<file path="config.mk">
export PLATFORM = sky130hd
export DESIGN_NAME = pipe_hazard_ctrl
export DESIGN_NICKNAME = d
export VERILOG_FILES = /design/src/rtl/pipe_hazard_ctrl.sv
export SDC_FILE = /design/constraint.sdc
export NUM_CORES = 1
export LEC_CHECK = 0
export ABC_AREA = 1
export CAP_MARGIN = 30
export CELL_PAD_IN_SITES_DETAIL_PLACEMENT = 0
export CELL_PAD_IN_SITES_GLOBAL_PLACEMENT = 1
export CORE_MARGIN = 2
export CORE_UTILIZATION = 23
export DETAILED_ROUTE_END_ITERATION = 8
export GPL_ROUTABILITY_DRIVEN = 0
export PLACE_DENSITY = 0.75
export SLEW_MARGIN = 15
export SYNTH_ARGS = -nofsm -noshare
export SYNTH_HDL_FRONTEND = slang
export SYNTH_SLANG_ARGS = --single-unit
</file>
<file path="constraint.sdc">
create_clock -name CLK -period 1.4 [get_ports CLK]
set_input_delay 0.42 -clock CLK [delete_from_list [all_inputs] [get_ports CLK]]
set_output_delay 0.42 -clock CLK [all_outputs]
set_load 0.01 [all_outputs]
</file>
<file path="src/rtl/pipe_hazard_ctrl.sv">
// -----------------------------------------------------------------------------
// pipe_hazard_ctrl
// Central stall/flush scheduler for the 5-stage RV32I pipeline.
//
// It resolves three event sources and arbitrates between them with fixed
// priority (memory wait > taken branch > load-use):
//   - load-use hazard : one bubble into ID/EX while IF/ID and PC hold
//   - taken branch    : IF/ID and ID/EX flushed for FLUSH_CYCLES cycles
//   - data-mem wait   : whole front end frozen until memory is ready, plus
//                       one extra freeze cycle on the ready cycle
// All outputs are Mealy (combinational from state, cnt and inputs) so a
// hazard seen in cycle N is blocked in cycle N. While nRESET is low every
// output is forced to 0.
//
// Ports:
//   CLK, nRESET        clock (rising edge), asynchronous active-low reset
//   ifid_rs1_i/rs2_i   source register fields of the IF/ID instruction
//   idex_rd_i          destination register of the ID/EX instruction
//   idex_memread_i     ID/EX instruction is a load
//   branch_taken_i     branch/jump resolved taken this cycle
//   mem_ready_i        data memory can complete its access this cycle
//   pc_write_o         PC update enable
//   ifid_hazard_o      IF/ID hold
//   ifid_flush_o       IF/ID zero instruction
//   idex_flush_o       ID/EX bubble insert
//   state_o            current FSM state (debug)
//   stall_cnt_o        (PIPE_PERF_CNT_EN only) cycles with pc_write_o == 0
//   flush_cnt_o        (PIPE_PERF_CNT_EN only) cycles with ifid_flush_o == 1
//
// Optional feature macro: PIPE_PERF_CNT_EN adds the two wrapping 32-bit
// performance counters above.
// -----------------------------------------------------------------------------
module pipe_hazard_ctrl #(
    parameter int REG_AW       = 5,
    parameter int FLUSH_CYCLES = 1,
    parameter int CNT_W        = 4
) (
    input  logic              CLK,
    input  logic              nRESET,
    input  logic [REG_AW-1:0] ifid_rs1_i,
    input  logic [REG_AW-1:0] ifid_rs2_i,
    input  logic [REG_AW-1:0] idex_rd_i,
    input  logic              idex_memread_i,
    input  logic              branch_taken_i,
    input  logic              mem_ready_i,
    output logic              pc_write_o,
    output logic              ifid_hazard_o,
    output logic              ifid_flush_o,
    output logic              idex_flush_o,
`ifdef PIPE_PERF_CNT_EN
    output logic [31:0]       stall_cnt_o,
    output logic [31:0]       flush_cnt_o,
`endif
    output logic [1:0]        state_o
);

    typedef enum logic [1:0] {
        RUN     = 2'd0,
        FLUSH   = 2'd1,
        MWAIT   = 2'd2,
        ILLEGAL = 2'd3
    } state_t;

    // Counter value loaded on the branch cycle: that cycle itself is the
    // first of the FLUSH_CYCLES flush cycles.
    localparam logic [CNT_W-1:0] FLUSH_RELOAD = CNT_W'(FLUSH_CYCLES - 1);
    localparam logic [CNT_W-1:0] CNT_ONE      = {{(CNT_W-1){1'b0}}, 1'b1};

    state_t            r_state;
    state_t            w_state_nxt;
    logic [CNT_W-1:0]  r_cnt;
    logic [CNT_W-1:0]  w_cnt_nxt;

    logic              w_load_use;
    logic              w_pc_write;
    logic              w_ifid_hazard;
    logic              w_ifid_flush;
    logic              w_idex_flush;

    // x0 is hard-wired zero, so a load targeting it never creates a hazard.
    assign w_load_use = idex_memread_i
                      & (idex_rd_i != {REG_AW{1'b0}})
                      & ((idex_rd_i == ifid_rs1_i) | (idex_rd_i == ifid_rs2_i));

    // State and flush counter register.
    always_ff @(posedge CLK or negedge nRESET) begin
        if (!nRESET) begin
            r_state <= RUN;
            r_cnt   <= {CNT_W{1'b0}};
        end else begin
            r_state <= w_state_nxt;
            r_cnt   <= w_cnt_nxt;
        end
    end

    // Next-state and Mealy output decode with fixed event priority.
    always_comb begin
        w_state_nxt   = r_state;
        w_cnt_nxt     = r_cnt;
        w_pc_write    = 1'b1;
        w_ifid_hazard = 1'b0;
        w_ifid_flush  = 1'b0;
        w_idex_flush  = 1'b0;
        case (r_state)
            RUN: begin
                if (!mem_ready_i) begin
                    w_pc_write    = 1'b0;
                    w_ifid_hazard = 1'b1;
                    w_state_nxt   = MWAIT;
                end else if (branch_taken_i) begin
                    // Branch beats load-use: the flush kills the dependent
                    // instruction, so no stall is needed.
                    w_ifid_flush = 1'b1;
                    w_idex_flush = 1'b1;
                    if (FLUSH_CYCLES > 1) begin
                        w_state_nxt = FLUSH;
                        w_cnt_nxt   = FLUSH_RELOAD;
                    end else begin
                        w_state_nxt = RUN;
                    end
                end else if (w_load_use) begin
                    w_pc_write    = 1'b0;
                    w_ifid_hazard = 1'b1;
                    w_idex_flush  = 1'b1;
                end else begin
                    w_state_nxt = RUN;
                end
            end
            FLUSH: begin
                if (mem_ready_i) begin
                    w_ifid_flush = 1'b1;
                    w_idex_flush = 1'b1;
                    w_cnt_nxt    = r_cnt - CNT_ONE;
                    if (r_cnt == CNT_ONE) begin
                        w_state_nxt = RUN;
                    end else begin
                        w_state_nxt = FLUSH;
                    end
                end else begin
                    // Memory stall suspends the flush sequence; cnt holds.
                    w_pc_write    = 1'b0;
                    w_ifid_hazard = 1'b1;
                end
            end
            MWAIT: begin
                // The ready cycle is still frozen; RUN resumes after it.
                w_pc_write    = 1'b0;
                w_ifid_hazard = 1'b1;
                if (mem_ready_i) begin
                    w_state_nxt = RUN;
                end else begin
                    w_state_nxt = MWAIT;
                end
            end
            default: begin
                w_state_nxt = RUN;
                w_cnt_nxt   = {CNT_W{1'b0}};
            end
        endcase
    end

    assign pc_write_o    = nRESET & w_pc_write;
    assign ifid_hazard_o = nRESET & w_ifid_hazard;
    assign ifid_flush_o  = nRESET & w_ifid_flush;
    assign idex_flush_o  = nRESET & w_idex_flush;
    assign state_o       = nRESET ? r_state : RUN;

`ifdef PIPE_PERF_CNT_EN
    logic [31:0] r_stall_cnt;
    logic [31:0] r_flush_cnt;

    // Performance counters; both wrap naturally at 32 bits.
    always_ff @(posedge CLK or negedge nRESET) begin
        if (!nRESET) begin
            r_stall_cnt <= 32'd0;
            r_flush_cnt <= 32'd0;
        end else begin
            if (!w_pc_write) begin
                r_stall_cnt <= r_stall_cnt + 32'd1;
            end else begin
                r_stall_cnt <= r_stall_cnt;
            end
            if (w_ifid_flush) begin
                r_flush_cnt <= r_flush_cnt + 32'd1;
            end else begin
                r_flush_cnt <= r_flush_cnt;
            end
        end
    end

    assign stall_cnt_o = r_stall_cnt;
    assign flush_cnt_o = r_flush_cnt;
`endif

endmodule

</file>
# After elaboration in Yosys (flattened, before gate mapping)
# Cells that the tools add are included.
dict set report totals {
  ff_bits 6
  input_bits 20
  out_inout_bits 6
}
dict set report classes {
  n_addsub 1
  n_eq_ne 7
  n_mux 26
  bitwise 8
  reduce_logical 5
}
# op count
set op_table {}
lappend op_table {{2-to-1 mux 1 bit} 13}
lappend op_table {{2-to-1 mux 2 bit} 6}
lappend op_table {{equality test 5 bit} 2}
lappend op_table {{one-hot mux 4 bit (2 select lines)} 1}
lappend op_table {{bitwise AND 1 bit} 6}
lappend op_table {{one-hot mux 1 bit (3 select lines)} 2}
lappend op_table {{one-hot mux 2 bit (3 select lines)} 1}
lappend op_table {{nonzero test 5 bit} 1}
lappend op_table {{equality test 4 x 1 -> 1 bit (second input constant)} 1}
lappend op_table {{2-to-1 mux 4 bit} 1}
lappend op_table {{inequality test 4 bit (second input constant)} 1}
lappend op_table {{one-hot mux 1 bit (2 select lines)} 2}
lappend op_table {{AND reduction 2 bit} 2}
lappend op_table {{subtractor 4 x 1 -> 4 bit (second input constant)} 1}
lappend op_table {{equality test 2 x 1 -> 1 bit (second input constant)} 1}
lappend op_table {{equality test 2 bit (second input constant)} 1}
lappend op_table {{zero test 2 bit} 1}
lappend op_table {{inequality test 2 bit (second input constant)} 1}
lappend op_table {{OR reduction 2 bit} 1}
lappend op_table {{NOT 1 bit} 1}
lappend op_table {{OR 1 bit} 1}

# Depth between registers and ports, before layout
# Gate-level depths: netlist of the first run.
dict set report logic_depth {
  ltp_word 8
  ltp_mapped 10
  ltp_nobuf 10
}

# Worst setup path after synthesis of the first run
# Ideal clock, no wire load.
dict set report synth_path {
  path_type {input -> output}
  from {input port idex_rd_i[2]}
  to {output port pc_write_o}
  arrival_time_ps 1075
  required_ps 980
  path_slack_ps -95
  stages 7
  path_cell_list {inv_2 -> nand4_1 -> o21ai_0 -> inv_1 -> nand3_1 -> nand2_1 -> a21oi_1}
}
dict set report synth_between {
  elab_chain_len 8
}
# item line
set synth_lines {}
lappend synth_lines {{start: declaration} 42} ;# input logic [REG_AW-1:0] idex_rd_i,
lappend synth_lines {{equality test 5 bit or nonzero test 5 bit (tied branches)} {83, 82}}
lappend synth_lines {{OR 1 bit or bitwise AND 1 bit (tied branches)} {83, 82}}
lappend synth_lines {{bitwise AND 1 bit *} 83} ;# & ((idex_rd_i == ifid_rs1_i) | (idex_rd_i == ifid_rs2_i));
lappend synth_lines {{2-to-1 mux 1 bit *} 121} ;# end else if (w_load_use) begin
lappend synth_lines {{2-to-1 mux 1 bit *} 110} ;# end else if (branch_taken_i) begin
lappend synth_lines {{2-to-1 mux 1 bit *} 106} ;# if (!mem_ready_i) begin
lappend synth_lines {{one-hot mux 1 bit (3 select lines) *} 104} ;# case (r_state)
lappend synth_lines {{bitwise AND 1 bit *} 162} ;# assign pc_write_o = nRESET & w_pc_write;
lappend synth_lines {{end: declaration} 46} ;# output logic pc_write_o,
# Every way passes the cells marked *; elsewhere a longest branch is shown, timed or not.

# Worst setup path in the final report of the first run
dict set report layout_path {
  from {input port ifid_rs1_i[4]}
  to {output port ifid_hazard_o}
}
dict set report layout_between {
  elab_chain_len 8
}
# item line
set layout_lines {}
lappend layout_lines {{start: declaration} 40} ;# input logic [REG_AW-1:0] ifid_rs1_i,
lappend layout_lines {{equality test 5 bit} 83}
lappend layout_lines {{OR 1 bit} 83}
lappend layout_lines {{bitwise AND 1 bit} 83}
lappend layout_lines {{2-to-1 mux 1 bit} 121}
lappend layout_lines {{2-to-1 mux 1 bit} 110}
lappend layout_lines {{2-to-1 mux 1 bit} 106}
lappend layout_lines {{one-hot mux 1 bit (3 select lines)} 104}
lappend layout_lines {{bitwise AND 1 bit} 163} ;# assign ifid_hazard_o = nRESET & w_ifid_hazard;
lappend layout_lines {{end: declaration} 47} ;# output logic ifid_hazard_o,
# Every way passes these cells.

==> flow_metrics.tcl, run 1 <==
set metrics [dict create \
    cts_hold_buf 0 \
    multi_input_area_sq_um 363 \
    violations "setup timing" \
    yosysWarnings 0 \
    htreeDepth 1 \
    grt_most_used_layer "met2" \
    die_area_sq_mm 0.00284 \
    seq_area_frac_synth_pct 26.8 \
    die_w_microns 53.3 \
    synthArstFlopShare_pct 100 \
    wl_per_cell_microns 9.14 \
    power_density_mw_per_mm2 730 \
    cts_sinks 6 \
    grt_pass1_wl_microns 2530 \
    syn_nets 120 \
    setup_viol 6 \
    vdd_drop_max_v 0.000581 \
    initialDrtViolationCount 9 \
    synth-edff-count 0 \
    end_kind "output port" \
    start_util_pct 24.8 \
    cts_root_buf "clkbuf_4" \
    synth_area_leaders "dfrtp_1 27%, nand2_1 23%, inv_1 12%" \
    wl_microns 1540 \
    critical_path.startpoint_type "primary input" \
    portBuffers 25 \
    cts_buffer_depth 2 \
    synthToLayoutAreaGrowth_pct 85.9 \
    syn_area_per_cell_sq_um 5.71 \
    drc 0 \
    use_met3_pct 4.24 \
    fill_cells 249 \
    period_share_pct 125 \
    drv_cap 0 \
    path_class "primary input to output port" \
    synth-seq-cells 6 \
    vias 701 \
    cts_made_buffers 3 \
    use_met1_pct 15.4 \
    cts_tree "done" \
    viasPerCell 4.15 \
    netlist.area_leader.share_pct 26.8 \
    antenna_found_initial 0 \
    r2r-end "r_cnt[2]" \
    first_global_vias 610 \
    clock.fmax_mhz 574 \
    worstReg2RegStart "r_state[0]" \
    place_ws_ns -1.31 \
    path_clk_slew_ns 0.04 \
    die_h_microns 53.3 \
    r2r_slack_ns 0.31 \
    synthTopCellsByCount "35 x nand2_1, 18 x inv_1, 11 x nor2_1, 6 x dfrtp_1, 5 x inv_2" \
    period_needed_ns 1.74 \
    worst_hold_slack_ns 0.170 \
    cp_max_fo 2 \
    overflow 0 \
    first_pass_iters 4 \
    ant_nets 0 \
    core_area_sq_mm 0.00225 \
    grt_max_degree 6 \
    synth_top_area_cell "dfrtp_1" \
    finalClockSkew_ns 0.00209 \
    postSynthCellCount 98 \
    leakage_uw 0.000598 \
    synthFlopType "dfrtp_1" \
    diodes 0 \
    worst_slew_pin_slew_ns 0.229 \
    synth.most_common_cell "nand2_1" \
    final_hold_viol_count 0 \
    fin_ws_ns -0.343 \
    clk_latency_ns 0.24 \
    rows 17 \
    drive_gt1_share_pct 46.1 \
    grtUsageMet2_pct 20.4 \
    syn-cell-area_sq_um 559 \
    nets 165 \
    grt_setup_unrepaired "true" \
    reg2reg_depth 7 \
    yosysUniqueCellTypes 17 \
    ios 26 \
    grt_usage_pct 12.2 \
    regArea_sq_um 150 \
    maxSlewViolCount 0 \
    status "finished, violations left" \
    worst_ep_arrival_time_ns 1.32 \
    critPathRequiredTime_ns 0.98 \
    min_path_type "primary input to asynchronous set/reset pin" \
    hpwl_microns 1190 \
    slew_headroom_pct 84.6 \
]
worst max path at each step:
stage / start / cells past startpoint / to / slack (ns)
CTS: idex_rd_i[2] / 12 / ifid_hazard_o / -0.42
global placement: idex_rd_i[1] / 12 / ifid_hazard_o / -1.28
global route: ifid_rs2_i[4] / 12 / ifid_hazard_o / -0.46
finish: ifid_rs1_i[4] / 9 / ifid_hazard_o / -0.34
detailed placement: idex_rd_i[1] / 12 / ifid_hazard_o / -1.31
floorplan: idex_rd_i[2] / 7 / pc_write_o / -0.1
critical path, cell delays in order:
cell	delay, ns
clkdlybuf4s15_1	0.17
xnor2_1	0.16
nand3_1	0.08
nand2_1	0.08
nand3_1	0.07
nand2_1	0.08
nand2_1	0.06
nor2_2	0.07
buf_2	0.13
kinds of logic (layout without fill, tap and decap cells):
family,count (synthesis),after routing,synth area share (%)
simple gates,54,54,38.7
compound gates,8,8,7.61
buf+inv,24,67,16.1
fa+ha+maj,2,2,4.47
xor+xnor,4,4,6.26
flops,6,6,26.8
metal layers:
metal / wire [microns] / vias up
met1: 694 / 306
li1: - / 377
met5: 0 / -
met2: 738 / 18
met4: 0 / 0
met3: 110 / 0
repair_timing:
| item | CTS | global route |
|---|---|---|
| setup endpoints to repair | 6 | 6 |
| pin swaps | 28 | 18 |
| gates resized for setup | 113 | 20 |
| buffers inserted | 6 | 2 |
cell type report:
| class | instances | share of cell area, % |
|---|---|---|
| Multi-Input combinational cell | 68 | 34.9 |
| Timing Repair Buffer | 40 | 34.5 |
| Sequential cell | 6 | 14.4 |
| Inverter | 24 | 10.6 |
| Tap cell | 28 | 3.37 |
| Clock buffer | 3 | 2.17 |
state kept, by name, summed over array words and instances, names as in the netlist:
signal	flops
r_cnt	4
r_state	2
stage by stage:
step | TNS [ns] | instances | utilization [%] | instance area (sq um) | power, uW
2_1_floorplan | -0.165 | 98 | - | 583 | 457
3_3_place_gp | -6.60 | 158 | 40.8 | 921 | 573
3_5_place_dp | -6.60 | 158 | 40.8 | 921 | 584
4_1_cts | -1.34 | 167 | 42.6 | 961 | 746
5_1_grt | -1.73 | 169 | 46.1 | 1040 | 841
6_report | -1.20 | 169 | 46.1 | 1040 | 759
cells in the final DEF, fill, tap and decap left out:
| master | synthesis | final |
|---|---|---|
| nand2_1 | 35 | 29 |
| inv_1 | 18 | 13 |
| buf_6 | 0 | 12 |
| buf_2 | 0 | 10 |
| buf_4 | 0 | 10 |
| inv_2 | 5 | 8 |
| nor2_1 | 11 | 7 |
| nand2_2 | 1 | 6 |
| dfrtp_1 | 6 | 6 |
| nor2_2 | 1 | 4 |
| xnor2_1 | 4 | 4 |
| buf_8 | 0 | 4 |
| nand3_1 | 3 | 3 |
| o21ai_1 | 2 | 3 |
| clkbuf_4 | 0 | 3 |
| inv_8 | 0 | 2 |
| o22ai_1 | 2 | 2 |
| ha_1 | 2 | 2 |
| dlygate4sd2_1 | 0 | 2 |
| nand2_4 | 0 | 1 |
| inv_6 | 0 | 1 |
| nand4_1 | 1 | 1 |
| nor2_4 | 0 | 1 |
| a21oi_2 | 0 | 1 |
| nor3_2 | 0 | 1 |
| a21oi_1 | 2 | 1 |
| nor3_1 | 2 | 1 |
| o21ai_0 | 2 | 1 |
| clkdlybuf4s15_1 | 0 | 1 |
| clkdlybuf4s15_2 | 0 | 1 |
power by group:
group | internal (uW) | switching, uW
clock network | 96.6 | 57.4
registers | 219 | 43.0
logic | 184 | 159
total | 500 | 259
No activity file was read; power rests on OpenSTA's default activity.
==> run 2, diff against run 1 <==
CTS_CLUSTER_DIAMETER = 100   (was unset)
HOLD_SLACK_MARGIN = 0.12   (was unset)
==> results of run 2 <==
Final layout, timing and power as in run 1 (identical DEF).
==> run 3, diff against run 2 <==
CORE_MARGIN = unset   (was 2)
==> flow_metrics.tcl, run 3 (same netlist as run 1, synthesis figures left out) <==
set metrics [dict create \
    final_hold_viol_count 0 \
    die_h_microns 51.3 \
    setup_viol 5 \
    cts_buffer_depth 2 \
    use_met1_pct 17.0 \
    grt_usage_pct 12.8 \
    drc 0 \
    final_cell_mix "18 x nand2_1, 17 x nand2_2, 13 x buf_6" \
    worst_hold_slack_ns 0.544 \
    power_density_mw_per_mm2 708 \
    grt_setup_unrepaired "true" \
    overflow 0 \
    cp_max_fo 2 \
    cp_slowest_stage_delay_ns 0.13 \
    ios 26 \
    crit_buf_inv 3 \
    portBuffers 25 \
    die_w_microns 51.3 \
    cts_sinks 6 \
    cts_made_buffers 3 \
    drive_gt1_share_pct 54.3 \
    ant_nets 0 \
    antenna_found_initial 0 \
    synthToLayoutAreaGrowth_pct 99.1 \
    vias 714 \
    maxSlewViolCount 0 \
    die_area_sq_mm 0.00263 \
    crit_path_top_delay_cell "buf_2" \
    utilization_pct 49.4 \
    finalClockSkew_ns 0.00383 \
    hpwl_microns 1210 \
    final_cells 168 \
    post_dp_cell_area_sq_um 928 \
    top_register "r_cnt" \
    cts_root_buf "clkbuf_4" \
    first_pass_iters 4 \
    r2r_slack_ns 0.27 \
    grt_most_used_layer "met2" \
    worstReg2RegStart "r_state[0]" \
    violations "setup timing" \
    clock.fmax_mhz 582 \
    htreeDepth 1 \
    drv_cap 0 \
    core_area_sq_mm 0.00225 \
    cts_tree "done" \
    viasPerCell 4.25 \
    wl_microns 1590 \
    worst_ep_arrival_time_ns 1.30 \
    worst_path_dominant_cell_family "simple AND/OR/NAND/NOR gates" \
    period_needed_ns 1.72 \
    grtUsageMet2_pct 21.3 \
    vdd_drop_max_v 0.000474 \
    dp.cells 159 \
    reg_top3 "r_cnt (4), r_state (2)" \
    clk_latency_ns 0.25 \
    min_path_type "flip-flop to flip-flop" \
    wl_per_cell_microns 9.46 \
    path_class "primary input to output port" \
    start_util_pct 24.8 \
    layout_commonest_cell "nand2_1" \
    worst_slew_pin_slew_ns 0.215 \
    initialDrtViolationCount 14 \
    fin_ws_ns -0.317 \
    first_global_vias 648 \
    path_cells "buf_8, inv_8, nand2_2, nand2_2, nor2_2, nand3_1, nand2_1, nand3_2, nand2_2, nand2_2, nor2_2, buf_2" \
    end_kind "output port" \
    status "finished, violations left" \
    crit_start "ifid_rs1_i[1]" \
    nets 164 \
    use_met3_pct 3.57 \
    design_area_sq_mm 0.00111 \
    largest_register_ffs 4 \
    grt_max_degree 6 \
    rows 17 \
    min_from "r_cnt[0]" \
    crit_top_cell "nand2_2" \
    leakage_uw 0.000599 \
    grt_pass1_wl_microns 2580 \
    path_clk_slew_ns 0.05 \
    critical_path.startpoint_type "primary input" \
    period_share_pct 123 \
    diodes 0 \
    critPathRequiredTime_ns 0.98 \
    slew_headroom_pct 85.6 \
]
[run 3: per-layer routing]
layer  up-vias  part of all wire (%)
met2        16                    52
met3         0                   4.3
met5         -                     0
li1        376                     -
met4         0                     0
met1       322                    44
[run 3: layout make-up]
class / count / area [sq um]
repair buffers: 39 / 378
inverters: 24 / 115
flip-flops and latches: 6 / 150
multi-input cells: 68 / 413
clock buffers: 3 / 22.5
fillers: 243 / 1140
well taps: 28 / 35.0
[run 3: timing repair]
item,CTS,global route
hold endpoints to repair,2,1
hold buffers,1,1
endpoints found under the setup margin,6,6
pin swaps,29,29
setup buffers,3,1
resized for setup,109,46
[run 3: stage by stage]
step	setup slack (ns)	setup TNS [ns]	total power, uW
after floorplan	-0.0952	-0.165	457
final	-0.317	-1.24	789
after CTS	-0.396	-1.29	752
after global placement	-1.28	-6.48	576
after detailed placement	-1.31	-6.62	587
after global routing	-0.439	-1.73	864
[run 3: power breakdown]
group / switching (uW) / internal [uW]
sequential: 43.9 / 219
clock: 67.4 / 97.3
combinational: 164 / 197
[run 3: final timing paths]
path / cells after the start / endpoint
min in group asynchronous: 3 / r_cnt[2]
max: 12 / ifid_hazard_o
max reg2reg: 7 / r_cnt[2]
max in group asynchronous: 3 / r_state[0]
min reg2reg: 1 / r_cnt[0]
min: 1 / r_cnt[0]
[run 3: worst register-to-register path, cell delays in order (launching register included)]
cell	delay [ns]
dfrtp_1	0.39
inv_1	0.05
nor2_1	0.13
nand2_1	0.10
nand2_2	0.11
buf_4	0.13
inv_2	0.04
o22ai_1	0.10
